## config.mk

```make
export PLATFORM = sky130hd
export DESIGN_NAME = front_turbo_obj_scan
export DESIGN_NICKNAME = d
export VERILOG_FILES = /design/src/rtl/front_turbo_pkg.sv /design/src/rtl/front_turbo_desc_fifo.sv /design/src/rtl/front_turbo_obj_scan.sv
export SDC_FILE = /design/constraint.sdc
export NUM_CORES = 1
export LEC_CHECK = 0
export ABC_AREA = 1
export ABC_CLOCK_PERIOD_IN_PS = 2600
export BUFFER_PORTS_ARGS = -buffer_cell sky130_fd_sc_hd__buf_2
export CAP_MARGIN = 20
export CELL_PAD_IN_SITES_DETAIL_PLACEMENT = 0
export CELL_PAD_IN_SITES_GLOBAL_PLACEMENT = 1
export CORE_ASPECT_RATIO = 1.5
export CORE_MARGIN = 2
export CORE_UTILIZATION = 47
export DETAILED_ROUTE_END_ITERATION = 8
export GPL_ROUTABILITY_DRIVEN = 1
export PLACE_DENSITY = 0.79
export SLEW_MARGIN = 20
export SYNTH_ARGS = -nofsm -noshare
export SYNTH_HDL_FRONTEND = slang
export SYNTH_SLANG_ARGS = --single-unit
```

## constraint.sdc

```tcl
create_clock -name clk -period 2.6 [get_ports clk]
set_input_delay 0.26 -clock clk [delete_from_list [all_inputs] [get_ports clk]]
set_output_delay 0.26 -clock clk [all_outputs]
set_load 0.05 [all_outputs]
```

## src/rtl/front_turbo_pkg.sv

```systemverilog
// Shared definitions for the front/turbo object scanner: FSM states, object RAM
// layout and the draw descriptor handed to the line-buffer drawer.
package front_turbo_pkg;

  typedef enum logic [2:0] {
    S_IDLE,
    S_RD_ATTR,
    S_RD_Y,
    S_TEST,
    S_RD_TILE,
    S_PUSH,
    S_DONE
  } scan_state_e;

  localparam int ATTR_Y8    = 4;
  localparam int ATTR_X8    = 5;
  localparam int ATTR_FLIPY = 6;

  localparam logic [1:0] OFS_TILE = 2'd0;
  localparam logic [1:0] OFS_ATTR = 2'd1;
  localparam logic [1:0] OFS_Y    = 2'd2;
  localparam logic [1:0] OFS_X    = 2'd3;

  typedef struct packed {
    logic [7:0] tile;
    logic [3:0] color;
    logic [8:0] x;
    logic [3:0] row;
  } desc_t;

  function automatic logic [7:0] obj_addr(input logic [5:0] idx, input logic [1:0] ofs);
    return {idx, ofs};
  endfunction

endpackage

```

## src/rtl/front_turbo_desc_fifo.sv

```systemverilog
// Descriptor FIFO between scanner and drawer. Flush has priority over push/pop;
// a push into a full FIFO is accepted when a pop happens in the same cycle.
module front_turbo_desc_fifo
  import front_turbo_pkg::*;
#(
  parameter int DEPTH = 4
) (
  input  logic  clk,
  input  logic  rst_n,
  input  logic  flush_i,
  input  logic  push_i,
  input  desc_t push_desc_i,
  output logic  push_ok_o,
  input  logic  pop_i,
  output logic  valid_o,
  output desc_t head_o
);

  localparam int PW = (DEPTH > 1) ? $clog2(DEPTH) : 1;
  localparam int CW = $clog2(DEPTH + 1);

  logic [PW-1:0] wr_q;
  logic [PW-1:0] rd_q;
  logic [CW-1:0] cnt_q;
  logic          pop_ok;
  desc_t         mem_q [DEPTH];

  assign valid_o   = (cnt_q != '0);
  assign pop_ok    = pop_i && valid_o;
  assign push_ok_o = push_i && ((cnt_q < CW'(DEPTH)) || pop_ok);
  // Empty FIFO presents all-zero fields so the outputs are defined after reset.
  assign head_o    = valid_o ? mem_q[rd_q] : '0;

  always_ff @(posedge clk or negedge rst_n) begin
    if (!rst_n) begin
      wr_q  <= '0;
      rd_q  <= '0;
      cnt_q <= '0;
    end else if (flush_i) begin
      wr_q  <= '0;
      rd_q  <= '0;
      cnt_q <= '0;
    end else begin
      if (push_ok_o) wr_q <= wr_q + 1'b1;
      if (pop_ok)    rd_q <= rd_q + 1'b1;
      cnt_q <= cnt_q + CW'(push_ok_o) - CW'(pop_ok);
    end
  end

  always_ff @(posedge clk) begin
    if (push_ok_o && !flush_i) mem_q[wr_q] <= push_desc_i;
  end

endmodule

```

## src/rtl/front_turbo_obj_scan.sv

```systemverilog
// Per-scanline object scanner: walks attribute RAM, applies the 9-bit vertical
// window test and queues one draw descriptor per visible object.
module front_turbo_obj_scan
  import front_turbo_pkg::*;
#(
  parameter int OBJ_COUNT  = 64,
  parameter int FIFO_DEPTH = 4
) (
  input  logic       clk,
  input  logic       reset_n,
  input  logic       line_start,
  input  logic [8:0] line,
  output logic [7:0] ram_addr,
  input  logic [7:0] ram_data,
  output logic       out_valid,
  input  logic       out_ready,
  output logic [7:0] out_tile,
  output logic [3:0] out_color,
  output logic [8:0] out_x,
  output logic [3:0] out_row,
  output logic       scan_done,
  output logic       overrun
);

  scan_state_e state_q;
  logic [5:0]  idx_q;
  logic [7:0]  ram_addr_q;
  logic        scan_done_q;
  logic        overrun_q;
  logic [8:0]  line_q;
  logic [6:0]  attr_q;
  logic [7:0]  x_q;
  logic [3:0]  row_q;

  logic [8:0]  row9;
  logic        hit;
  logic        last_obj;
  logic        push_req;
  logic        push_ok;
  logic        advance;
  desc_t       push_desc;
  desc_t       head;

  // Y arrives live on ram_data during TEST; wrap modulo 512 is the natural 9-bit subtract.
  assign row9     = line_q - {attr_q[ATTR_Y8], ram_data};
  assign hit      = (row9[8:4] == 5'd0);
  assign last_obj = (idx_q == 6'(OBJ_COUNT - 1));
  assign push_req = (state_q == S_PUSH) && !line_start;
  assign advance  = ((state_q == S_TEST) && !hit) || ((state_q == S_PUSH) && push_ok);

  assign push_desc = '{tile:  ram_data,
                       color: attr_q[3:0],
                       x:     {attr_q[ATTR_X8], x_q},
                       row:   row_q};

  always_ff @(posedge clk) begin
    if (line_start)                 line_q <= line;
    if (state_q == S_RD_Y)          attr_q <= ram_data[6:0];
    if (state_q == S_TEST && hit)   row_q  <= attr_q[ATTR_FLIPY] ? ~row9[3:0] : row9[3:0];
    if (state_q == S_RD_TILE)       x_q    <= ram_data;
  end

  // ram_addr is registered on entry to each state so it is valid for the whole state.
  always_ff @(posedge clk or negedge reset_n) begin
    if (!reset_n) begin
      state_q     <= S_IDLE;
      idx_q       <= '0;
      ram_addr_q  <= '0;
      scan_done_q <= 1'b0;
      overrun_q   <= 1'b0;
    end else begin
      overrun_q <= 1'b0;
      if (line_start) begin
        overrun_q   <= !(state_q inside {S_IDLE, S_DONE});
        idx_q       <= '0;
        scan_done_q <= 1'b0;
        state_q     <= S_RD_ATTR;
        ram_addr_q  <= obj_addr(6'd0, OFS_ATTR);
      end else if (advance) begin
        if (last_obj) begin
          state_q     <= S_DONE;
          scan_done_q <= 1'b1;
        end else begin
          idx_q      <= idx_q + 6'd1;
          state_q    <= S_RD_ATTR;
          ram_addr_q <= obj_addr(idx_q + 6'd1, OFS_ATTR);
        end
      end else begin
        case (state_q)
          S_RD_ATTR: begin
            state_q    <= S_RD_Y;
            ram_addr_q <= obj_addr(idx_q, OFS_Y);
          end
          S_RD_Y: begin
            state_q    <= S_TEST;
            ram_addr_q <= obj_addr(idx_q, OFS_X);
          end
          S_TEST: begin
            state_q    <= S_RD_TILE;
            ram_addr_q <= obj_addr(idx_q, OFS_TILE);
          end
          S_RD_TILE: state_q <= S_PUSH;
          default: ;
        endcase
      end
    end
  end

  front_turbo_desc_fifo #(
    .DEPTH (FIFO_DEPTH)
  ) u_fifo (
    .clk         (clk),
    .rst_n       (reset_n),
    .flush_i     (line_start),
    .push_i      (push_req),
    .push_desc_i (push_desc),
    .push_ok_o   (push_ok),
    .pop_i       (out_ready),
    .valid_o     (out_valid),
    .head_o      (head)
  );

  assign ram_addr  = ram_addr_q;
  assign scan_done = scan_done_q;
  assign overrun   = overrun_q;
  assign out_tile  = head.tile;
  assign out_color = head.color;
  assign out_x     = head.x;
  assign out_row   = head.row;

endmodule
```

**Yosys cells after proc, flatten, opt, wreduce, memory -nomap -nowiden**

Memory sizes are Yosys's and may differ from the RTL's.
Index checks and enable logic that the tools add are counted.

- Add/sub/neg operators: 6
- Magnitude comparators: 1
- Equal/unequal tests: 9
- Muxes and demuxes: 24
- Bitwise logic cells: 1
- Reductions and logical operators: 25

Operators with widths:

| cell | number |
|---|---|
| $mux 25 | 1 |
| $mux 8 | 3 |
| $pmux 8 s3 | 1 |
| $mux 6 | 3 |
| $mux 3 | 4 |
| $pmux 3 s4 | 1 |
| $reduce_bool 2->1 | 5 |
| $eq 3x3->1 const B | 3 |
| $sub 9x9->9 | 1 |
| $mux 2 | 4 |
| $logic_and 1x1->1 | 7 |
| $add 6x1->6 const B | 1 |
| $eq 3x2->1 const B | 2 |
| $eq 6x6->1 const B | 1 |
| $mux 1 | 6 |
| $reduce_and 2->1 | 3 |
| $reduce_bool 6->1 | 1 |
| $logic_not 5->1 | 1 |
| $reduce_bool 5->1 | 1 |
| $add 2x1->2 const B | 2 |
| $mux 4 | 1 |
| $not 4->4 | 1 |
| $add 3x1->3 | 1 |
| $eq 3x1->1 const B | 1 |
| 8 further kinds | 11 |

- Register bits: 54
- Bits in writable memories: 100
- Input bits: 21
- Output and inout port bits: 36
- Memories: 1

Memories:

| name | words | bits a word | read ports | clocked after Yosys merged registers in | wr ports | line | RTL |
|---|---|---|---|---|---|---|---|
| u_fifo.mem_q | 4 | 25 | 1 | 0 | 1 | front_turbo_desc_fifo.sv:26 | `desc_t mem_q [DEPTH];` |

**Depth between registers and ports, before layout**

- Depth in word-level cells: 8
- Depth in mapped cells: 19
- Gate-level depth less buffers: 19

**Hierarchy**

From an unflattened synthesis, not the netlist that was laid out.

- Cells, all modules: 703
- Area, all modules: 7,128.1 µm²

By module, submodules not included:

| module | instances | cells an instance | area each (µm²) | sequential area each (µm²) |
|---|---|---|---|---|
| front_turbo_desc_fifo | 1 | 436 | 4,683.2 | 3,178.0 |
| front_turbo_obj_scan | 1 | 267 | 2,444.8 | 1,316.3 |

**Least setup slack after synthesis**

OpenSTA, ideal clock, no wires.

- Path kind: register to register
- Start: reg state_q[1]
- End: mem u_fifo.mem_q[0][0] (netlist name) (enable)
- Setup time: 0.407 ns
- Arrival: 1.981 ns
- Required time: 2.193 ns
- Setup slack: 0.212 ns
- Cell stages (with the launch flop): 5
- Path buffers: 1
- Period minus slack after synthesis: 2.388 ns
- Cell sequence: dfrtp_1 nor2_1 nand4_2 clkbuf_1 nor2_1

- Cells in the longest elaborated chain, start to end: 6

Ends and longest elaborated chain:

| item | line | RTL |
|---|---|---|
| start: declaration | front_turbo_obj_scan.sv:25 | `scan_state_e state_q;` |
| start signal: assignment | front_turbo_obj_scan.sv:66 | `state_q <= S_IDLE;` |
| start signal: assignment | front_turbo_obj_scan.sv:77 | `state_q <= S_RD_ATTR;` |
| start signal: assignment | front_turbo_obj_scan.sv:81 | `state_q <= S_DONE;` |
| $eq 3x3->1 | front_turbo_obj_scan.sv:48 | `assign push_req = (state_q == S_PUSH) && !line_start;` |
| $logic_and 1x1->1 | front_turbo_obj_scan.sv:48 |  |
| $logic_and 1x1->1 | front_turbo_desc_fifo.sv:30 | `assign push_ok_o = push_i && ((cnt_q < CW'(DEPTH)) \|\| pop_ok);` |
| $logic_and 1x1->1 | front_turbo_desc_fifo.sv:51 | `if (push_ok_o && !flush_i) mem_q[wr_q] <= push_desc_i;` |
| $mux 1 | front_turbo_desc_fifo.sv:51 |  |
| $mux 1 (not written as such) | front_turbo_desc_fifo.sv:51 |  |
| end: declaration | front_turbo_desc_fifo.sv:26 |  |

Every way passes these cells.

**Worst setup path after layout**

- Start: reg u_fifo.rd_q[1]
- End: out out_tile[1]

- Cells in the longest elaborated chain, start to end: 2

Ends and longest elaborated chain:

| item | line | RTL |
|---|---|---|
| start: declaration | front_turbo_desc_fifo.sv:23 | `logic [PW-1:0] rd_q;` |
| start signal: assignment | front_turbo_desc_fifo.sv:45 | `if (pop_ok) rd_q <= rd_q + 1'b1;` |
| $mem_v2 4x25 | -- |  |
| $mux 25 | front_turbo_desc_fifo.sv:32 | `assign head_o = valid_o ? mem_q[rd_q] : '0;` |
| end: declaration | front_turbo_obj_scan.sv:17 | `output logic [7:0] out_tile,` |

Every way passes these cells.

==> summary.txt <==
Dpl cell area: 7250 um2
Dpl hpwl: 9210 um
Crit path launch type: flop
Slew @ Worst Pin: 0.591 ns
Final setup vio count: 0
Sequential area share after synthesis: 0.671
Final Util: 0.557
Antenna Cells: 0
First-pass GRT wire length: 22,500 um
Total Power: 8.48 mW
Final min period: 2.42 ns
Syn-to-layout area delta: 16.5%
Setup WS post-layout: 0.184 ns
Drt pass-1 iters: 5
Ys flop type: edfxtp_1
Critical Path Fanout Max: 11
Postcts setup bufs: 0
Worst path slowest cell: dfrtp_1
Core area: 14,000 um2
Routability cong.: 0.861
CP peak stage delay: 0.34 ns
Number of hold violations in the final report: 0
Routed Wire Length: 14,000 um
Number of global-route vias before repair: 4,482
Status: completed
Power per cell area: 1090 nW/um2
Syn avg cell area: 11.1 um2
Min Hold Slack: 0.0209 ns
Final Non-Filler Cells: 879
Pleak: 3.14 nW
Worst-skew pair later-pin latency: 0.41 ns
Mapped Cells: 606
Remaining Overflow, GRT: 0
Final Cell Area: 7800 um2
IO Port Bufs: 56
Vias: 4,475
Worst setup EP type: output port
Largest net degree at the start of global routing: 53
DRC: 0
Setup_tns: 0 ns
CP arrival: 2.16 ns
CTS tree: yes
Flops & latches, synth: 154
Async set-reset flop share out of synthesis: 0.169
Peak VDD IR: 0.000669 V
Cell class contributing the biggest share of worst-path delay: buffers and inverters
Max transition margin: 0.606
Sequence of cells on the critical path: clkinv_1 > buf_4 > nor2_1 > o21ai_0 > a21oi_1 > buf_2
Bufs and invs on worst path: 3
Hold Path Class: in -> reg
CTS buffer count: 17
Remaining antenna violation count after routing: 0
Critical path class: reg -> out
Via density per instance: 5.09
CTS sink cnt: 154
Core Rows: 53
Root Buffer Master: clkbuf_16
Antenna violations before repair: 0
Max cap viols: 0
Fin nets: 713
Clock slew at reported path FFs: 0.06 ns
Fin crit share: 0.929
Syn_nets: 645
Fillers: 1,192
Distinct cells, synth: 33
Inst Count DP: 846
Die Area: 15,200 um2
Starting DRC count in detailed routing: 163
F_max: 414 MHz
Initial core utilization: 0.479
Gr usage total: 0.197
CTS H-tree lvls: 4
Warnings, synthesis: 0
RSZ-0062 raised after global routing: false
Place WS: 0.137 ns
Wire length per cell: 15.9 um
Die H: 150 um
Critical path required time: 2.34 ns
Share of layout cells above drive strength 1: 0.173
Fin. max-slew vios: 0
Syn Std Cell Area: 6700 um2
Worst Clk Skew: 0.00730 ns
Die X: 101 um
Max clock buf depth: 2
Post-synth EDFFs: 128
I/O pin count: 57
==> Yosys cell counts (2+ instances only) <==
cell type	count	area (um2)
inv_1	55	206
nand2_2	2	12.5
nand3_1	17	85.1
xor2_1	5	43.8
buf_6	2	22.5
edfxtp_1	128	3840
ha_1	16	200
xnor2_1	6	52.6
o21ai_2	2	17.5
dfrtp_1	26	651
fa_1	2	40.0
o21ai_1	9	45.0
o211ai_1	2	15.0
nand2_1	67	251
clkbuf_1	20	75.1
a21oi_1	31	155
nand2_4	4	45.0
o21ai_0	59	295
nor2_1	134	503
nand4_1	3	18.8
inv_2	2	7.51
nand3_2	3	30.0
==> cell usage in the layout, fill, tap and decap left out, drive strengths merged <==
cell type and count:
o211ai 2, bufinv 1, nand4 4, clkinvlp 5, buf 71, nor3 1
xnor2 6, ha 16, inv 58, nand3b 1, edfxtp 128, nand3 20
a31oi 1, clkinv 8, nand2 73, a21oi 32, dlygate4sd3 1, a22o 1
dfrtp 26, nor2 135, or2 1, fa 2, xor2 5, clkbuf 18
o21ai 70, o21a 1
==> power by group <==
group          internal, mW  total [mW]  switching (mW)
Sequential             2.92        3.07           0.147
Combinational         0.759        3.19            2.44
Clock                  1.30        2.22           0.922
==> metal layers <==
layer	share of wire	vias up	GRT usage	routed length, um
met5	0	-	0	0
met1	0.38	2187	0.212	5380
met4	0.017	0	0.0723	244
met3	0.032	17	0.0460	447
met2	0.57	94	0.370	7930
li1	-	2177	-	-
==> path summary, 6_finish.rpt <==
path | start | endpoint | slack [ns] | cells past startpoint
setup / recovery | u_fifo.rd_q[1] | out_tile[1] | 0.18 | 6
hold / removal | line[2] | line_q[2] | 0.02 | 1
setup reg to reg | line_q[0] | ram_addr[7] | 0.28 | 17
hold reg to reg | scan_done | scan_done | 0.48 | 2
max in group asynchronous | reset_n | u_fifo.rd_q[0] | 1.82 | 2
min in group asynchronous | reset_n | ram_addr[1] | 0.38 | 2
==> cell type report <==
cell class,count,area [um2],share of cell area
inverter,58,218,0.0279
clock buffer,18,429,0.0550
clock inverter,14,106,0.0136
tap,192,240,0.0308
multi-input combinational,371,1900,0.243
timing repair buffer,72,415,0.0533
sequential,154,4490,0.576
==> state kept, by name, indices dropped and copies added (netlist names) <==
| signal | cells |
|---|---|
| attr_q | 7 |
| idx_q | 6 |
| line_q | 9 |
| overrun | 1 |
| ram_addr | 8 |
| row_q | 4 |
| scan_done | 1 |
| state_q | 3 |
| u_fifo.cnt_q | 3 |
| u_fifo.mem_q | 100 |
| u_fifo.rd_q | 2 |
| u_fifo.wr_q | 2 |
| x_q | 8 |
==> worst register-to-register path: cells and delay by family (launching register included) <==
kind / cells / cell delay (ns)
buf+inv: 4 / 0.25
simple gates: 11 / 1.08
flops: 1 / 0.32
fa+ha+maj: 2 / 0.58
==> timing repair <==
action                                 4_1_cts  5_1_grt
endpoints found under the hold margin       26        0
hold buffers                                 1        0
setup endpoints to repair                    0        2
gates resized for setup                      0        1
==> cells by family after synthesis <==
kind of cell | Yosys count | share of synthesized area
compound gates | 107 | 0.0835
xor+xnor | 11 | 0.0144
fa+ha+maj | 18 | 0.0359
buf+inv | 81 | 0.0482
flops | 154 | 0.671
simple gates | 235 | 0.147
Power figures use the tool's default switching activity.
